==> src/rtl/regfile_scoreboard.sv <==
// End-of-run regfile checker: counts writes during a timed run, then
// scans every register through read port A against an expected-value ROM.
module regfile_scoreboard #(
    parameter int NUM_REGS = 32,
    parameter int DATA_W   = 32,
    parameter int CYC_W    = 14
) (
    input  logic              i_clock,
    input  logic              i_reset,
    input  logic              i_start,
    input  logic [CYC_W-1:0]  i_num_cycles,
    input  logic              i_rwe,
    input  logic [4:0]        i_rd,
    output logic              o_test_mode,
    output logic [4:0]        o_test_reg,
    input  logic [DATA_W-1:0] i_reg_value,
    output logic [4:0]        o_exp_addr,
    input  logic [DATA_W-1:0] i_exp_data,
    output logic              o_busy,
    output logic              o_done,
    output logic              o_pass,
    output logic [5:0]        o_error_count,
    output logic [15:0]       o_write_count,
    output logic [CYC_W-1:0]  o_cycle_count,
    output logic              o_fail_valid,
    output logic [4:0]        o_fail_reg,
    output logic [DATA_W-1:0] o_fail_exp,
    output logic [DATA_W-1:0] o_fail_act
);

    localparam logic [1:0] S_IDLE = 2'd0;
    localparam logic [1:0] S_RUN  = 2'd1;
    localparam logic [1:0] S_SCAN = 2'd2;
    localparam logic [1:0] S_DONE = 2'd3;

    localparam logic [5:0] LAST_IDX = 6'(NUM_REGS);

    logic [1:0]        r_state;
    logic [CYC_W-1:0]  r_num;
    logic [CYC_W-1:0]  r_cyc;
    logic [15:0]       r_wcnt;
    logic [5:0]        r_ecnt;
    logic              r_done;
    logic [5:0]        r_idx;
    logic [DATA_W-1:0] r_act_q;
    logic [4:0]        r_idx_q;
    logic              r_fail_valid;
    logic [4:0]        r_fail_reg;
    logic [DATA_W-1:0] r_fail_exp;
    logic [DATA_W-1:0] r_fail_act;

    logic w_start_ok;
    logic w_last_run;
    logic w_scan;
    logic w_scan_end;
    logic w_cmp;
    logic w_mis;

    assign w_start_ok = i_start && (r_state == S_IDLE || r_state == S_DONE);
    assign w_last_run = (r_cyc + CYC_W'(1)) == r_num;
    assign w_scan     = (r_state == S_SCAN);
    assign w_scan_end = w_scan && (r_idx == LAST_IDX);
    // The ROM answers one cycle after its address, so compare lags capture.
    assign w_cmp      = w_scan && (r_idx != 6'd0);
    assign w_mis      = w_cmp && (r_act_q != i_exp_data);

    // Phase sequencing: IDLE/DONE -> RUN (or straight to SCAN) -> SCAN -> DONE
    always_ff @(posedge i_clock) begin
        if (i_reset) begin
            r_state <= S_IDLE;
        end else begin
            unique case (r_state)
                S_IDLE, S_DONE: begin
                    if (i_start)
                        r_state <= (i_num_cycles == '0) ? S_SCAN : S_RUN;
                end
                S_RUN: begin
                    if (w_last_run)
                        r_state <= S_SCAN;
                end
                S_SCAN: begin
                    if (w_scan_end)
                        r_state <= S_DONE;
                end
            endcase
        end
    end

    // Run-phase bookkeeping: cycle counter and saturating write counter
    always_ff @(posedge i_clock) begin
        if (i_reset) begin
            r_num  <= '0;
            r_cyc  <= '0;
            r_wcnt <= '0;
        end else if (w_start_ok) begin
            r_num  <= i_num_cycles;
            r_cyc  <= '0;
            r_wcnt <= '0;
        end else if (r_state == S_RUN) begin
            r_cyc <= r_cyc + CYC_W'(1);
            if (i_rwe && i_rd != 5'd0 && r_wcnt != 16'hFFFF)
                r_wcnt <= r_wcnt + 16'd1;
        end
    end

    // Scan index and capture of the register value read this cycle
    always_ff @(posedge i_clock) begin
        if (i_reset) begin
            r_idx   <= '0;
            r_act_q <= '0;
            r_idx_q <= '0;
        end else if (w_scan) begin
            r_idx <= r_idx + 6'd1;
            if (r_idx < LAST_IDX) begin
                r_act_q <= i_reg_value;
                r_idx_q <= r_idx[4:0];
            end
        end else begin
            r_idx <= '0;
        end
    end

    // Mismatch accounting, first-failure capture and done flag
    always_ff @(posedge i_clock) begin
        if (i_reset) begin
            r_ecnt       <= '0;
            r_done       <= 1'b0;
            r_fail_valid <= 1'b0;
            r_fail_reg   <= '0;
            r_fail_exp   <= '0;
            r_fail_act   <= '0;
        end else if (w_start_ok) begin
            r_ecnt       <= '0;
            r_done       <= 1'b0;
            r_fail_valid <= 1'b0;
            r_fail_reg   <= '0;
            r_fail_exp   <= '0;
            r_fail_act   <= '0;
        end else begin
            if (w_mis) begin
                r_ecnt <= r_ecnt + 6'd1;
                if (!r_fail_valid) begin
                    r_fail_valid <= 1'b1;
                    r_fail_reg   <= r_idx_q;
                    r_fail_exp   <= i_exp_data;
                    r_fail_act   <= r_act_q;
                end
            end
            if (w_scan_end)
                r_done <= 1'b1;
        end
    end

    assign o_test_mode   = w_scan;
    assign o_test_reg    = w_scan ? r_idx[4:0] : 5'd0;
    assign o_exp_addr    = w_scan ? r_idx[4:0] : 5'd0;
    assign o_busy        = (r_state == S_RUN) || w_scan;
    assign o_done        = r_done;
    assign o_pass        = r_done && (r_ecnt == 6'd0);
    assign o_error_count = r_ecnt;
    assign o_write_count = r_wcnt;
    assign o_cycle_count = r_cyc;
    assign o_fail_valid  = r_fail_valid;
    assign o_fail_reg    = r_fail_reg;
    assign o_fail_exp    = r_fail_exp;
    assign o_fail_act    = r_fail_act;

endmodule

==> config.mk <==
export PLATFORM = sky130hd
export DESIGN_NAME = regfile_scoreboard
export DESIGN_NICKNAME = d
export VERILOG_FILES = /design/src/rtl/regfile_scoreboard.sv
export SDC_FILE = /design/constraint.sdc
export NUM_CORES = 1
export LEC_CHECK = 0
export CAP_MARGIN = 20
export CORE_MARGIN = 3
export CORE_UTILIZATION = 48
export CTS_CLUSTER_SIZE = 14
export DETAILED_ROUTE_END_ITERATION = 10
export HOLD_SLACK_MARGIN = 0.02
export PLACE_DENSITY = 0.8
export SLEW_MARGIN = 30
export SYNTH_ARGS = -nofsm -noshare
export SYNTH_HDL_FRONTEND = slang
export SYNTH_SLANG_ARGS = --single-unit
==> constraint.sdc <==
create_clock -name i_clock -period 2.7 [get_ports i_clock]
set_input_delay 0.27 -clock i_clock [delete_from_list [all_inputs] [get_ports i_clock]]
set_output_delay 0.27 -clock i_clock [all_outputs]
set_load 0.05 [all_outputs]
==> impl_table.tex, run 1 <==
\begin{tabular}{lr}
\hline
Metric & Value \\
\hline
\multicolumn{2}{l}{\textbf{Run status}} \\
\quad Status & completed \\
\multicolumn{2}{l}{\textbf{Cells and area}} \\
\quad Number of nets in the final layout & 1,088 \\
\quad Most frequent cells in the layout & sky130\_fd\_sc\_hd\_\_clkdlybuf4s50\_1, sky130\_fd\_sc\_hd\_\_dfxtp\_1, sky130\_fd\_sc\_hd\_\_nor2\_1 \\
\quad Diode count & 0 \\
\quad Synth-to-layout area growth & 39.6\% \\
\quad End-of-flow core utilization & approximately 70\% \\
\quad Fraction of layout cells with a size suffix above 1 & 5.77\% \\
\quad Leading cell type in the layout, fill and taps excluded & sky130\_fd\_sc\_hd\_\_clkdlybuf4s50\_1 \\
\multicolumn{2}{l}{\textbf{Drt}} \\
\quad Detailed-route DRC error count & 0 \\
\quad Post-DRT Antenna Nets & 0 \\
\quad Via density per instance & between 5 and 6 \\
\quad Iter 0 DRT Violations & 357 \\
\quad Total wire length after detailed routing & 18.9 mm \\
\quad Sum of met2 wire segment lengths after detailed routing & 8.58 mm \\
\quad Met3 WL & 1.64 mm \\
\quad Routed length on met1 & 8.52 mm \\
\quad Uppermost routed layer & met4 \\
\quad Average routed wire per standard cell & around 16 µm \\
\quad Drt first pass iters & 6 \\
\quad Total via count after detailed routing & 6,153 \\
\multicolumn{2}{l}{\textbf{STA}} \\
\quad Setup\_tns & 0 ns \\
\quad Final Critical Period & 2.47 ns \\
\quad Ratio of final minimum period to clock period & 91.4\% \\
\quad Clock Skews & about 0.011 ns \\
\quad Max Fclk & 405 MHz \\
\quad Setup repair after global routing missed its margin & false \\
\quad Final Max Slew Viols & 0 \\
\quad \# setup viols final & 0 \\
\quad Final Hold Slack & 0.360 ns \\
\quad Worst slew pin tran & 0.761 ns \\
\quad Hold Fails Final Rpt & 0 \\
\quad Max\_slew headroom & 49.0\% \\
\multicolumn{2}{l}{\textbf{Worst setup path}} \\
\quad Classification of the worst setup path & reg -> out \\
\quad Endpoint type of the worst setup path & primary output \\
\quad Critical path fanouts, max & 9 \\
\quad Critical Path RT & 2.43 ns \\
\quad Delay of the slowest cell on the worst path & 0.82 ns \\
\quad Cell chain of the critical path & inv\_1, ha\_1, and2\_1, clkdlybuf4s50\_1 \\
\quad Cell at the slowest stage of the critical path & sky130\_fd\_sc\_hd\_\_clkdlybuf4s50\_1 \\
\quad Critical Path Source Type & flop \\
\quad Critical path arrival & 2.20 ns \\
\multicolumn{2}{l}{\textbf{Pwr}} \\
\quad Internal cell power & 4.72 mW \\
\quad Power share of the combinational group & 26.0\% \\
\quad Power per cell area & 702 nW/µm² \\
\quad Switching Fraction & 32.6\% \\
\quad Proportion of power drawn by the clock network & 34.3\% \\
\quad Seq pwr share & 39.7\% \\
\quad Switching power summed over all nets & $\sim$2.3 mW \\
\quad Leakage power of the design & 3.65 nW \\
\quad Peak supply drop & 0.000547 V \\
\multicolumn{2}{l}{\textbf{Yosys}} \\
\quad Share of async-settable or async-resettable flops after synthesis & 0\% \\
\quad Count of flip-flops with a built-in enable after synthesis & 0 \\
\quad Warning count from the yosys run & 0 \\
\quad Cell area after technology mapping & 7140 µm² \\
\quad Average size of a mapped cell & 8.88 µm² \\
\quad Dominant synthesized flop cell & sky130\_fd\_sc\_hd\_\_dfxtp\_1 \\
\quad Number of storage elements in the synthesis netlist & 166 \\
\quad Number of standard cells after synthesis & 804 \\
\quad Sequential-to-total area share from yosys stat & 46.5\% \\
\quad Net count of the mapped netlist & 899 \\
\quad Unique masters post-synth & 56 \\
\multicolumn{2}{l}{\textbf{GRT}} \\
\quad Vias in the first global route & roughly 5,900 \\
\quad Global-route wire length before repair & 30.1 mm \\
\quad Largest net degree at the start of global routing & 61 \\
\quad Global-route total usage across every layer & 22.9\% \\
\quad Initial antenna violation count & 0 \\
\quad Remaining global-route overflow & 0 \\
\multicolumn{2}{l}{\textbf{Clocking}} \\
\quad H-Tree Depth & 4 \\
\quad TritonCTS Buffers & 17 \\
\quad Root Buffer Master & sky130\_fd\_sc\_hd\_\_clkbuf\_16 \\
\quad TritonCTS clock tree & done \\
\quad Post-CTS Setup Bufs & 0 \\
\quad CTS sink cnt & 166 \\
\quad Number of gates resized after cts & 0 \\
\quad Clk Latency, worst-skew pair & 0.42 ns \\
\quad CTS hold repair buffers & 0 \\
\quad Clk pin slew, worst setup/hold paths & approximately 0.060 ns \\
\quad Buffers from clock root to sink, at most & 2 \\
\multicolumn{2}{l}{\textbf{Die}} \\
\quad Floorplan die area & 16,400 µm² \\
\quad IO Count & a little over 200 \\
\quad Core ar. & 14,200 µm² \\
\quad Starting Density & 50.3\% \\
\quad Height of the chip & between 100 and 150 µm \\
\quad Die W & 128 µm \\
\quad Row count & 43 \\
\multicolumn{2}{l}{\textbf{Place}} \\
\quad Count of buffers from port buffering & roughly 200 \\
\quad DP Wirelength & 13.4 mm \\
\quad Final Wtd Congestion & 0.842 \\
\multicolumn{2}{l}{\textbf{Job}} \\
\quad Reported max-cap violation count & 0 \\
\multicolumn{2}{l}{\textbf{Min path}} \\
\quad Worst min-delay path category & in -> reg \\
\hline
\end{tabular}
## critical path, delay by kind of cell (launching register included)
| family | cells | cell delay (ns) |
|---|---|---|
| AND/OR/NAND/NOR | 1 | 0.24 |
| flip-flops | 1 | 0.33 |
| adder cells (fa/ha/maj) | 1 | 0.32 |
| buffers and inverters | 2 | 0.88 |
## logic make-up after synthesis
logic type      count (synthesis)  share of synthesized area [%]
compound gates                 80                           6.80
fa+ha+maj                       8                           1.40
simple gates                  328                           20.4
flops                         166                           46.5
buf+inv                        64                           4.10
mux                            72                           10.1
xor+xnor                       86                           10.6
## cells in the mapped netlist, types with 2 or more instances
cell / count / area, µm²
sky130_fd_sc_hd__nand4_1: 16 / 100
sky130_fd_sc_hd__xor2_1: 67 / 587
sky130_fd_sc_hd__and2_1: 4 / 25.0
sky130_fd_sc_hd__o21ai_0: 5 / 25.0
sky130_fd_sc_hd__clkbuf_1: 30 / 113
sky130_fd_sc_hd__buf_6: 2 / 22.5
sky130_fd_sc_hd__xnor2_1: 18 / 158
sky130_fd_sc_hd__inv_1: 13 / 48.8
sky130_fd_sc_hd__buf_2: 11 / 55.1
sky130_fd_sc_hd__nor3b_1: 2 / 15.0
sky130_fd_sc_hd__nand2b_1: 3 / 18.8
sky130_fd_sc_hd__and4b_1: 2 / 20.0
sky130_fd_sc_hd__nand2_1: 121 / 454
sky130_fd_sc_hd__nor2_1: 129 / 484
sky130_fd_sc_hd__and3_1: 4 / 25.0
sky130_fd_sc_hd__ha_1: 8 / 100
sky130_fd_sc_hd__a211oi_1: 2 / 15.0
sky130_fd_sc_hd__nor3_1: 3 / 15.0
sky130_fd_sc_hd__and4_1: 3 / 26.3
sky130_fd_sc_hd__nand3_1: 17 / 85.1
sky130_fd_sc_hd__dfxtp_1: 166 / 3320
sky130_fd_sc_hd__mux2i_1: 72 / 721
sky130_fd_sc_hd__nand3b_1: 2 / 15.0
sky130_fd_sc_hd__nor4_1: 11 / 68.8
sky130_fd_sc_hd__buf_4: 6 / 45.0
sky130_fd_sc_hd__or3_1: 3 / 18.8
sky130_fd_sc_hd__a21oi_1: 55 / 275
## path summary, 6_finish.rpt
| path | startpoint | end | slack [ns] | cells after the start |
|---|---|---|---|---|
| min | i_reset | r_state[0] | 0.36 | 2 |
| max | r_state[0] | o_test_reg[4] | 0.23 | 4 |
| max reg2reg | o_cycle_count[0] | r_state[0] | 0.44 | 8 |
| min reg2reg | r_idx_q[0] | r_idx_q[0] | 0.45 | 2 |
## layer usage
metal,up-vias,global-route usage (%)
li1,3049,-
met1,2868,30.8
met2,222,35.6
met3,14,7.58
met4,0,6.30
met5,-,0
## power by group through the flow
stage	clock [mW]	combinational, mW	sequential (mW)
floorplan	0	1.15	2.87
global placement	0	1.81	2.82
detailed placement	0	1.83	2.83
CTS	2.45	1.84	2.78
global route	2.54	2.00	2.81
finish	2.40	1.82	2.78
## final cells by class
class	count	area [µm²]
fill	1146	4230
inverter	13	48.8
clock inverter	10	121
timing repair buffer	221	2240
tap	180	225
multi-input combinational	574	3550
sequential	166	3320
clock buffer	22	464
## metrics by stage
stage	cells	cell area (µm²)	total power [mW]	setup slack, ns
floorplan	804	7150	4.02	0.276
global placement	1154	9380	4.63	0.164
detailed placement	1154	9380	4.66	0.148
CTS	1186	9960	7.07	0.00111
global route	1186	9970	7.35	0.128
finish	1186	9970	7.00	0.233
Note: power is estimated with default switching activity, not from simulation.
==> inputs of run 2 (changes only) <==
- CORE_UTILIZATION: 48 -> 61
- DONT_BUFFER_PORTS: default -> 1
- PLACE_DENSITY: 0.8 -> 0.76
==> run 2 against run 1 <==
Against the previous run: first-iteration DRC count rose by 39%; clock-buffer cell count fell by 1; critical path depth rose by 1; critical endpoint is now o_pass.
==> impl_table.tex, run 2 (synthesis results as in run 1) <==
\begin{tabular}{lr}
\hline
Metric & Value \\
\hline
\multicolumn{2}{l}{\textbf{Pwr}} \\
\quad Seq pwr share & 40.2\% (+0.5 points) \\
\quad Leakage power of the design & 3.35 nW (-8.4\%) \\
\quad Power per cell area & 792 nW/µm² (+13\%) \\
\quad Total power of the final layout & 7.04 mW (+0.57\%) \\
\quad Peak supply drop & 0.000600 V (+9.6\%) \\
\quad Power share of the combinational group & 24.2\% (-1.8 points) \\
\quad Switching power summed over all nets & 2.29 mW (+0.55\%) \\
\quad Switching Fraction & 32.6\% (about the same) \\
\quad Proportion of power drawn by the clock network & 35.6\% (+1.3 points) \\
\quad Internal cell power & 4.75 mW (+0.59\%) \\
\multicolumn{2}{l}{\textbf{STA}} \\
\quad Clock Skews & 0.00750 ns (-0.00342 ns) \\
\quad Ratio of final minimum period to clock period & 92.8\% (+1.4 points) \\
\quad Setup\_tns & 0 ns (unchanged) \\
\quad Worst slew pin tran & 0.890 ns (+0.129 ns) \\
\quad Hold Fails Final Rpt & 0 (unchanged) \\
\quad Max\_slew headroom & 40.4\% (-8.6 points) \\
\quad Final Critical Period & 2.51 ns (+0.0378 ns) \\
\quad Setup repair after global routing missed its margin & false \\
\quad Final Max Slew Viols & 0 (unchanged) \\
\quad \# setup viols final & 0 (unchanged) \\
\quad Max Fclk & 399 MHz (-1.5\%) \\
\multicolumn{2}{l}{\textbf{Clocking}} \\
\quad Post-CTS Setup Bufs & 0 (unchanged) \\
\quad Buffers from clock root to sink, at most & 2 (unchanged) \\
\quad H-Tree Depth & 4 (unchanged) \\
\quad Clk pin slew, worst setup/hold paths & 0.06 ns (about the same) \\
\quad TritonCTS Buffers & 17 (unchanged) \\
\quad Number of gates resized after cts & 0 (unchanged) \\
\quad Clk Latency, worst-skew pair & 0.43 ns (about the same) \\
\quad Root Buffer Master & sky130\_fd\_sc\_hd\_\_clkbuf\_16 \\
\quad TritonCTS clock tree & done \\
\quad CTS sink cnt & 166 (unchanged) \\
\multicolumn{2}{l}{\textbf{Cells and area}} \\
\quad Most frequent cells in the layout & sky130\_fd\_sc\_hd\_\_dfxtp\_1, sky130\_fd\_sc\_hd\_\_nor2\_1, sky130\_fd\_sc\_hd\_\_nand2\_1 \\
\quad Synth-to-layout area growth & 24.5\% \\
\quad Leading cell type in the layout, fill and taps excluded & sky130\_fd\_sc\_hd\_\_dfxtp\_1 \\
\quad Diode count & 0 (unchanged) \\
\quad Number of nets in the final layout & 992 (-8.8\%) \\
\quad Fraction of layout cells with a size suffix above 1 & 10.2\% (+4.5 points) \\
\multicolumn{2}{l}{\textbf{Worst setup path}} \\
\quad Minimum setup slack among reg-to-reg paths & 0.37 ns (-0.07 ns) \\
\quad FF-to-FF path depth & 9 (+1) \\
\quad Worst Setup SP & o\_error\_count[0] \\
\quad Critical register-to-register path startpoint & r\_idx[0] \\
\quad Classification of the worst setup path & reg -> out \\
\quad Endpoint of the lowest-slack register-to-register path & o\_fail\_exp[11] \\
\quad Critical Path Source Type & flop \\
\quad Critical path fanouts, max & 5 (-4) \\
\quad Endpoint type of the worst setup path & primary output \\
\quad Critical Path RT & 2.43 ns (about the same) \\
\quad Critical path arrival & 2.24 ns (+0.04 ns) \\
\multicolumn{2}{l}{\textbf{Die}} \\
\quad Height of the chip & 114 µm (-11\%) \\
\quad Starting Density & 64.2\% (+14 points) \\
\quad Die W & 114 µm (-11\%) \\
\quad Core ar. & 11,100 µm² (-22\%) \\
\quad IO Count & 207 (unchanged) \\
\quad Row count & 38 (-12\%) \\
\quad Floorplan die area & 13,000 µm² (-20\%) \\
\multicolumn{2}{l}{\textbf{Min path}} \\
\quad Hold worst-path end & o\_fail\_exp[1] \\
\quad Worst min-delay path category & in -> reg \\
\quad Beginning of the worst hold path & i\_exp\_data[1] \\
\quad Cell count of the worst hold path & 2 (unchanged) \\
\multicolumn{2}{l}{\textbf{Drt}} \\
\quad Total wire length after detailed routing & 20.1 mm (+6.4\%) \\
\quad Post-DRT Antenna Nets & 0 (unchanged) \\
\quad Drt first pass iters & 5 (-1) \\
\quad Via density per instance & 5.81 (+12\%) \\
\quad Total via count after detailed routing & 6,103 (-0.81\%) \\
\quad Iter 0 DRT Violations & 497 (+39\%) \\
\quad Average routed wire per standard cell & 19.2 µm (+20\%) \\
\quad Detailed-route DRC error count & 0 (unchanged) \\
\multicolumn{2}{l}{\textbf{Run status}} \\
\quad Status & completed \\
\multicolumn{2}{l}{\textbf{Job}} \\
\quad Reported max-cap violation count & 0 (unchanged) \\
\multicolumn{2}{l}{\textbf{Place}} \\
\quad Final Wtd Congestion & 0.846 (+0.44\%) \\
\quad DP Wirelength & 12.8 mm (-4.3\%) \\
\quad Count of buffers from port buffering & 0 (-100\%) \\
\multicolumn{2}{l}{\textbf{GRT}} \\
\quad Global-route total usage across every layer & 30.4\% (+7.4 points) \\
\quad Initial antenna violation count & 0 (unchanged) \\
\quad Global-route wire length before repair & 31.3 mm (+3.8\%) \\
\quad Vias in the first global route & 6,257 (+6.9\%) \\
\quad Largest net degree at the start of global routing & 54 (-11\%) \\
\quad Remaining global-route overflow & 0 (unchanged) \\
\hline
\end{tabular}
[run 2: changes by cell type in the layout (fill, tap and decap cells not counted), sizes merged]
cell           change
clkdlybuf4s50    -200
dlygate4sd3       +77
buf               +31
dlymetal6s2s       -4
bufinv             +1
clkbuf             -1
clkinv             +1
inv                -1
[run 2: layout make-up]
type / instances / area [µm²]
clock buffer: 21 / 470
fill: 692 / 2230
clock inverter: 11 / 148
multi-input combinational: 574 / 3550
sequential: 166 / 3320
timing repair buffer: 125 / 1180
inverter: 13 / 48.8
tap: 140 / 175
[run 2: repair_timing]
item / in CTS / in global routing
hold endpoints to repair: 83 / 1
setup endpoints to repair: 0 / 0
hold buffers: 77 / 1
[run 2: how the worst max path moves through the flow]
stage	end	cells past startpoint	slack, ns
floorplan	o_test_reg[0]	5	0.28
CTS	o_pass	5	0.18
detailed placement	o_fail_exp[1]	9	0.45
global placement	o_fail_act[27]	9	0.58
global route	o_pass	5	0.13
finish	o_pass	5	0.19
[run 2: stage by stage]
stage,cell area (µm²),util (%),setup WS (ns),std cells,hold WS [ns]
after floorplan,7150,-,0.276,804,0.406
after global placement,7480,67.2,0.581,940,0.345
after detailed placement,7480,67.2,0.450,940,0.349
after CTS,8880,79.8,0.177,1049,0.0233
after global routing,8890,79.9,0.126,1050,0.0219
final,8890,79.9,0.195,1050,0.0507
[run 2: power groups by stage]
| stage | registers, mW | logic, mW | clock network (mW) |
|---|---|---|---|
| 6_report | 2.83 | 1.70 | 2.51 |
| 2_1_floorplan | 2.87 | 1.15 | 0 |
| 3_3_place_gp | 2.87 | 1.50 | 0 |
| 3_5_place_dp | 2.88 | 1.54 | 0 |
| 5_1_grt | 2.85 | 1.85 | 2.64 |
| 4_1_cts | 2.83 | 1.66 | 2.52 |
[run 2: worst max-delay path, cell delays in order (launching register included)]
cell                      delay (ns)
sky130_fd_sc_hd__dfxtp_1        0.52
sky130_fd_sc_hd__inv_1          0.15
sky130_fd_sc_hd__ha_1           0.14
sky130_fd_sc_hd__or4b_2         0.61
sky130_fd_sc_hd__nor3b_2        0.17
sky130_fd_sc_hd__buf_4          0.22
[run 2: routing by layer]
| metal | vias to the layer above | global-route usage (%) | wire, µm |
|---|---|---|---|
| met5 | - | 0 | 0 |
| met4 | 0 | 13.1 | 669 |
| met3 | 52 | 8.72 | 1590 |
| met2 | 290 | 53.5 | 10200 |
| met1 | 2884 | 34.1 | 7670 |
| li1 | 2877 | - | - |
==> inputs of run 3 (changes only) <==
- CORE_MARGIN: 3 -> default
==> run 3 against run 2 <==
Against the previous run: cell area decreased by 0.21%; first-iteration DRC count fell by 22%; fmax is 1.6% higher; wire length down 4.1%; sequential share of layout area increased by 0.079 points; clock skew about the same; largest power group unchanged; critical path depth did not move; sequential cell count stayed put; critical endpoint unchanged; clock-buffer cell count up 1; worst setup slack better by 0.039 ns; total power down 0.52%.
==> impl_table.tex, run 3 (synthesis results as in run 1) <==
\begin{tabular}{lr}
\hline
Metric & Value \\
\hline
\multicolumn{2}{l}{\textbf{Cells and area}} \\
\quad Synth-to-layout area growth & 24.2\% \\
\quad Most frequent cells in the layout & sky130\_fd\_sc\_hd\_\_dfxtp\_1, sky130\_fd\_sc\_hd\_\_nor2\_1, sky130\_fd\_sc\_hd\_\_nand2\_1 \\
\quad Number of nets in the final layout & 988 (-0.40\%) \\
\quad End-of-flow core utilization & 77.7\% (-2.2 points) \\
\quad Leading cell type in the layout, fill and taps excluded & sky130\_fd\_sc\_hd\_\_dfxtp\_1 \\
\quad Diode count & 0 (unchanged) \\
\quad Fraction of layout cells with a size suffix above 1 & 9.62\% (-0.60 points) \\
\multicolumn{2}{l}{\textbf{Run status}} \\
\quad Status & completed \\
\multicolumn{2}{l}{\textbf{Job}} \\
\quad Reported max-cap violation count & 0 (unchanged) \\
\multicolumn{2}{l}{\textbf{Pwr}} \\
\quad Peak supply drop & 0.000571 V (-4.8\%) \\
\quad Power per cell area & 790 nW/µm² (-0.31\%) \\
\quad Leakage power of the design & 3.34 nW (-0.32\%) \\
\multicolumn{2}{l}{\textbf{Min path}} \\
\quad Worst min-delay path category & in -> reg \\
\quad Beginning of the worst hold path & i\_exp\_data[24] \\
\quad Cell count of the worst hold path & 2 (unchanged) \\
\multicolumn{2}{l}{\textbf{STA}} \\
\quad Final Critical Period & 2.47 ns (-0.0393 ns) \\
\quad Worst slew pin tran & 0.983 ns (+0.0932 ns) \\
\quad Max\_slew headroom & 34.2\% (-6.2 points) \\
\quad Clock Skews & 0.00771 ns (+0.000214 ns) \\
\quad Setup repair after global routing missed its margin & false \\
\quad Post-route worst setup slack & 0.234 ns (+0.0393 ns) \\
\quad Setup\_tns & 0 ns (unchanged) \\
\quad Ratio of final minimum period to clock period & 91.3\% (-1.5 points) \\
\quad Hold Fails Final Rpt & 0 (unchanged) \\
\quad Final Max Slew Viols & 0 (unchanged) \\
\quad Max Fclk & 406 MHz (+1.6\%) \\
\quad \# setup viols final & 0 (unchanged) \\
\multicolumn{2}{l}{\textbf{Place}} \\
\quad Count of buffers from port buffering & 0 (unchanged) \\
\quad Pre-CTS WS & 0.498 ns (+0.0486 ns) \\
\quad Final Wtd Congestion & 0.823 (-2.8\%) \\
\quad DP Wirelength & 11.9 mm (-7.2\%) \\
\multicolumn{2}{l}{\textbf{Drt}} \\
\quad Detailed-route DRC error count & 0 (unchanged) \\
\quad Drt first pass iters & 5 (unchanged) \\
\quad Average routed wire per standard cell & 18.4 µm (-3.9\%) \\
\quad Post-DRT Antenna Nets & 0 (unchanged) \\
\quad Via density per instance & 5.70 (-2.0\%) \\
\quad Total wire length after detailed routing & 19.3 mm (-4.1\%) \\
\quad Iter 0 DRT Violations & 390 (-22\%) \\
\quad Total via count after detailed routing & 5,965 (-2.3\%) \\
\multicolumn{2}{l}{\textbf{GRT}} \\
\quad Met2 global-route usage & 55.7\% (+2.2 points) \\
\quad Global-route wire length before repair & 28.5 mm (-8.9\%) \\
\quad Initial antenna violation count & 0 (unchanged) \\
\quad Most congested layer reported by global routing & met2 \\
\quad GR Layer Usage met3 & 9.99\% (+1.3 points) \\
\quad Largest net degree at the start of global routing & 54 (unchanged) \\
\quad Met1 Track Usage GR & 32.8\% (-1.3 points) \\
\quad Global-route total usage across every layer & 31.0\% (+0.69 points) \\
\quad Remaining global-route overflow & 0 (unchanged) \\
\quad Vias in the first global route & 5,867 (-6.2\%) \\
\multicolumn{2}{l}{\textbf{Die}} \\
\quad Row count & 39 (+2.6\%) \\
\quad Floorplan die area & 12,100 µm² (-6.9\%) \\
\quad Die W & 110 µm (-3.5\%) \\
\quad Core ar. & 11,400 µm² (+2.6\%) \\
\quad Height of the chip & 110 µm (-3.5\%) \\
\quad IO Count & 207 (unchanged) \\
\quad Starting Density & 62.6\% (-1.6 points) \\
\multicolumn{2}{l}{\textbf{Worst setup path}} \\
\quad Worst Setup SP & o\_error\_count[1] \\
\quad Critical register-to-register path startpoint & r\_state[0] \\
\quad Critical path arrival & 2.20 ns (-0.04 ns) \\
\quad Critical Path Source Type & flop \\
\quad Delay of the slowest cell on the worst path & 0.59 ns (-0.02 ns) \\
\quad Cell chain of the critical path & inv\_1, ha\_1, or4b\_2, nor3b\_2, buf\_4 \\
\quad Minimum setup slack among reg-to-reg paths & 0.37 ns (about the same) \\
\quad Cell at the slowest stage of the critical path & sky130\_fd\_sc\_hd\_\_or4b\_2 \\
\quad Endpoint of the lowest-slack register-to-register path & r\_act\_q[30] \\
\quad Classification of the worst setup path & reg -> out \\
\quad FF-to-FF path depth & 8 (-1) \\
\quad Endpoint type of the worst setup path & primary output \\
\quad Critical Path RT & 2.43 ns (about the same) \\
\quad Setup crit end & o\_pass \\
\quad Critical path fanouts, max & 4 (-1) \\
\multicolumn{2}{l}{\textbf{Clocking}} \\
\quad Clk pin slew, worst setup/hold paths & 0.06 ns (about the same) \\
\quad Number of gates resized after cts & 0 (unchanged) \\
\quad Buffers from clock root to sink, at most & 2 (unchanged) \\
\quad TritonCTS clock tree & done \\
\quad CTS sink cnt & 166 (unchanged) \\
\quad Root Buffer Master & sky130\_fd\_sc\_hd\_\_clkbuf\_16 \\
\quad TritonCTS Buffers & 17 (unchanged) \\
\quad Clk Latency, worst-skew pair & 0.42 ns (about the same) \\
\quad H-Tree Depth & 4 (unchanged) \\
\hline
\end{tabular}
==> run 3: cell types whose count changed in the layout (fill, tap and decap cells not counted), sizes merged <==
| cell | delta |
|---|---|
| clkbuf | +1 |
| buf | -3 |
| inv | -1 |
| dlygate4sd3 | -1 |
| clkinvlp | -2 |
==> run 3: layer usage <==
layer | vias up | wire length, µm
met5 | - | 0
met4 | 0 | 527
met3 | 46 | 1620
met2 | 254 | 9730
met1 | 2818 | 7430
li1 | 2847 | -
==> run 3: power breakdown <==
group | switching (mW) | internal, mW
clock | 0.946 | 1.52
sequential | 0.206 | 2.63
combinational | 1.10 | 0.610
==> run 3: through the flow <==
stage / hold WS, ns / cell area (µm²) / power [mW] / std cells
floorplan: 0.406 / 7150 / 4.02 / 804
global placement: 0.344 / 7490 / 4.38 / 940
detailed placement: 0.346 / 7490 / 4.44 / 940
CTS: 0.0210 / 8870 / 6.98 / 1047
global route: 0.0535 / 8870 / 7.31 / 1047
finish: 0.0423 / 8870 / 7.01 / 1047
==> run 3: layout make-up <==
type                            instances  area, µm²
Inverter                               13       48.8
Tap cell                              143        179
Timing Repair Buffer                  121       1170
Clock buffer                           22        474
Fill cell                             730       2540
Clock inverter                          8        124
Multi-Input combinational cell        574       3560
Sequential cell                       166       3320
==> run 3: how the worst min path moves through the flow <==
stage / endpoint / slack (ns)
finish: o_fail_exp[24] / 0.04
global route: o_fail_exp[24] / 0.05
CTS: o_fail_exp[24] / 0.02
detailed placement: r_act_q[23] / 0.35
global placement: r_act_q[28] / 0.34
floorplan: r_num[6] / 0.41
==> run 3: timing repair <==
item,CTS,global route
hold buffers,77,0
buffers inserted,0,0
hold endpoints to repair,83,0
==> run 3: critical path, delay by kind of cell, from the launching register on <==
family | cells | cell delay [ns]
buffers and inverters | 2 | 0.37
flip-flops | 1 | 0.49
AND/OR/NAND/NOR | 2 | 0.76
adder cells (fa/ha/maj) | 1 | 0.15
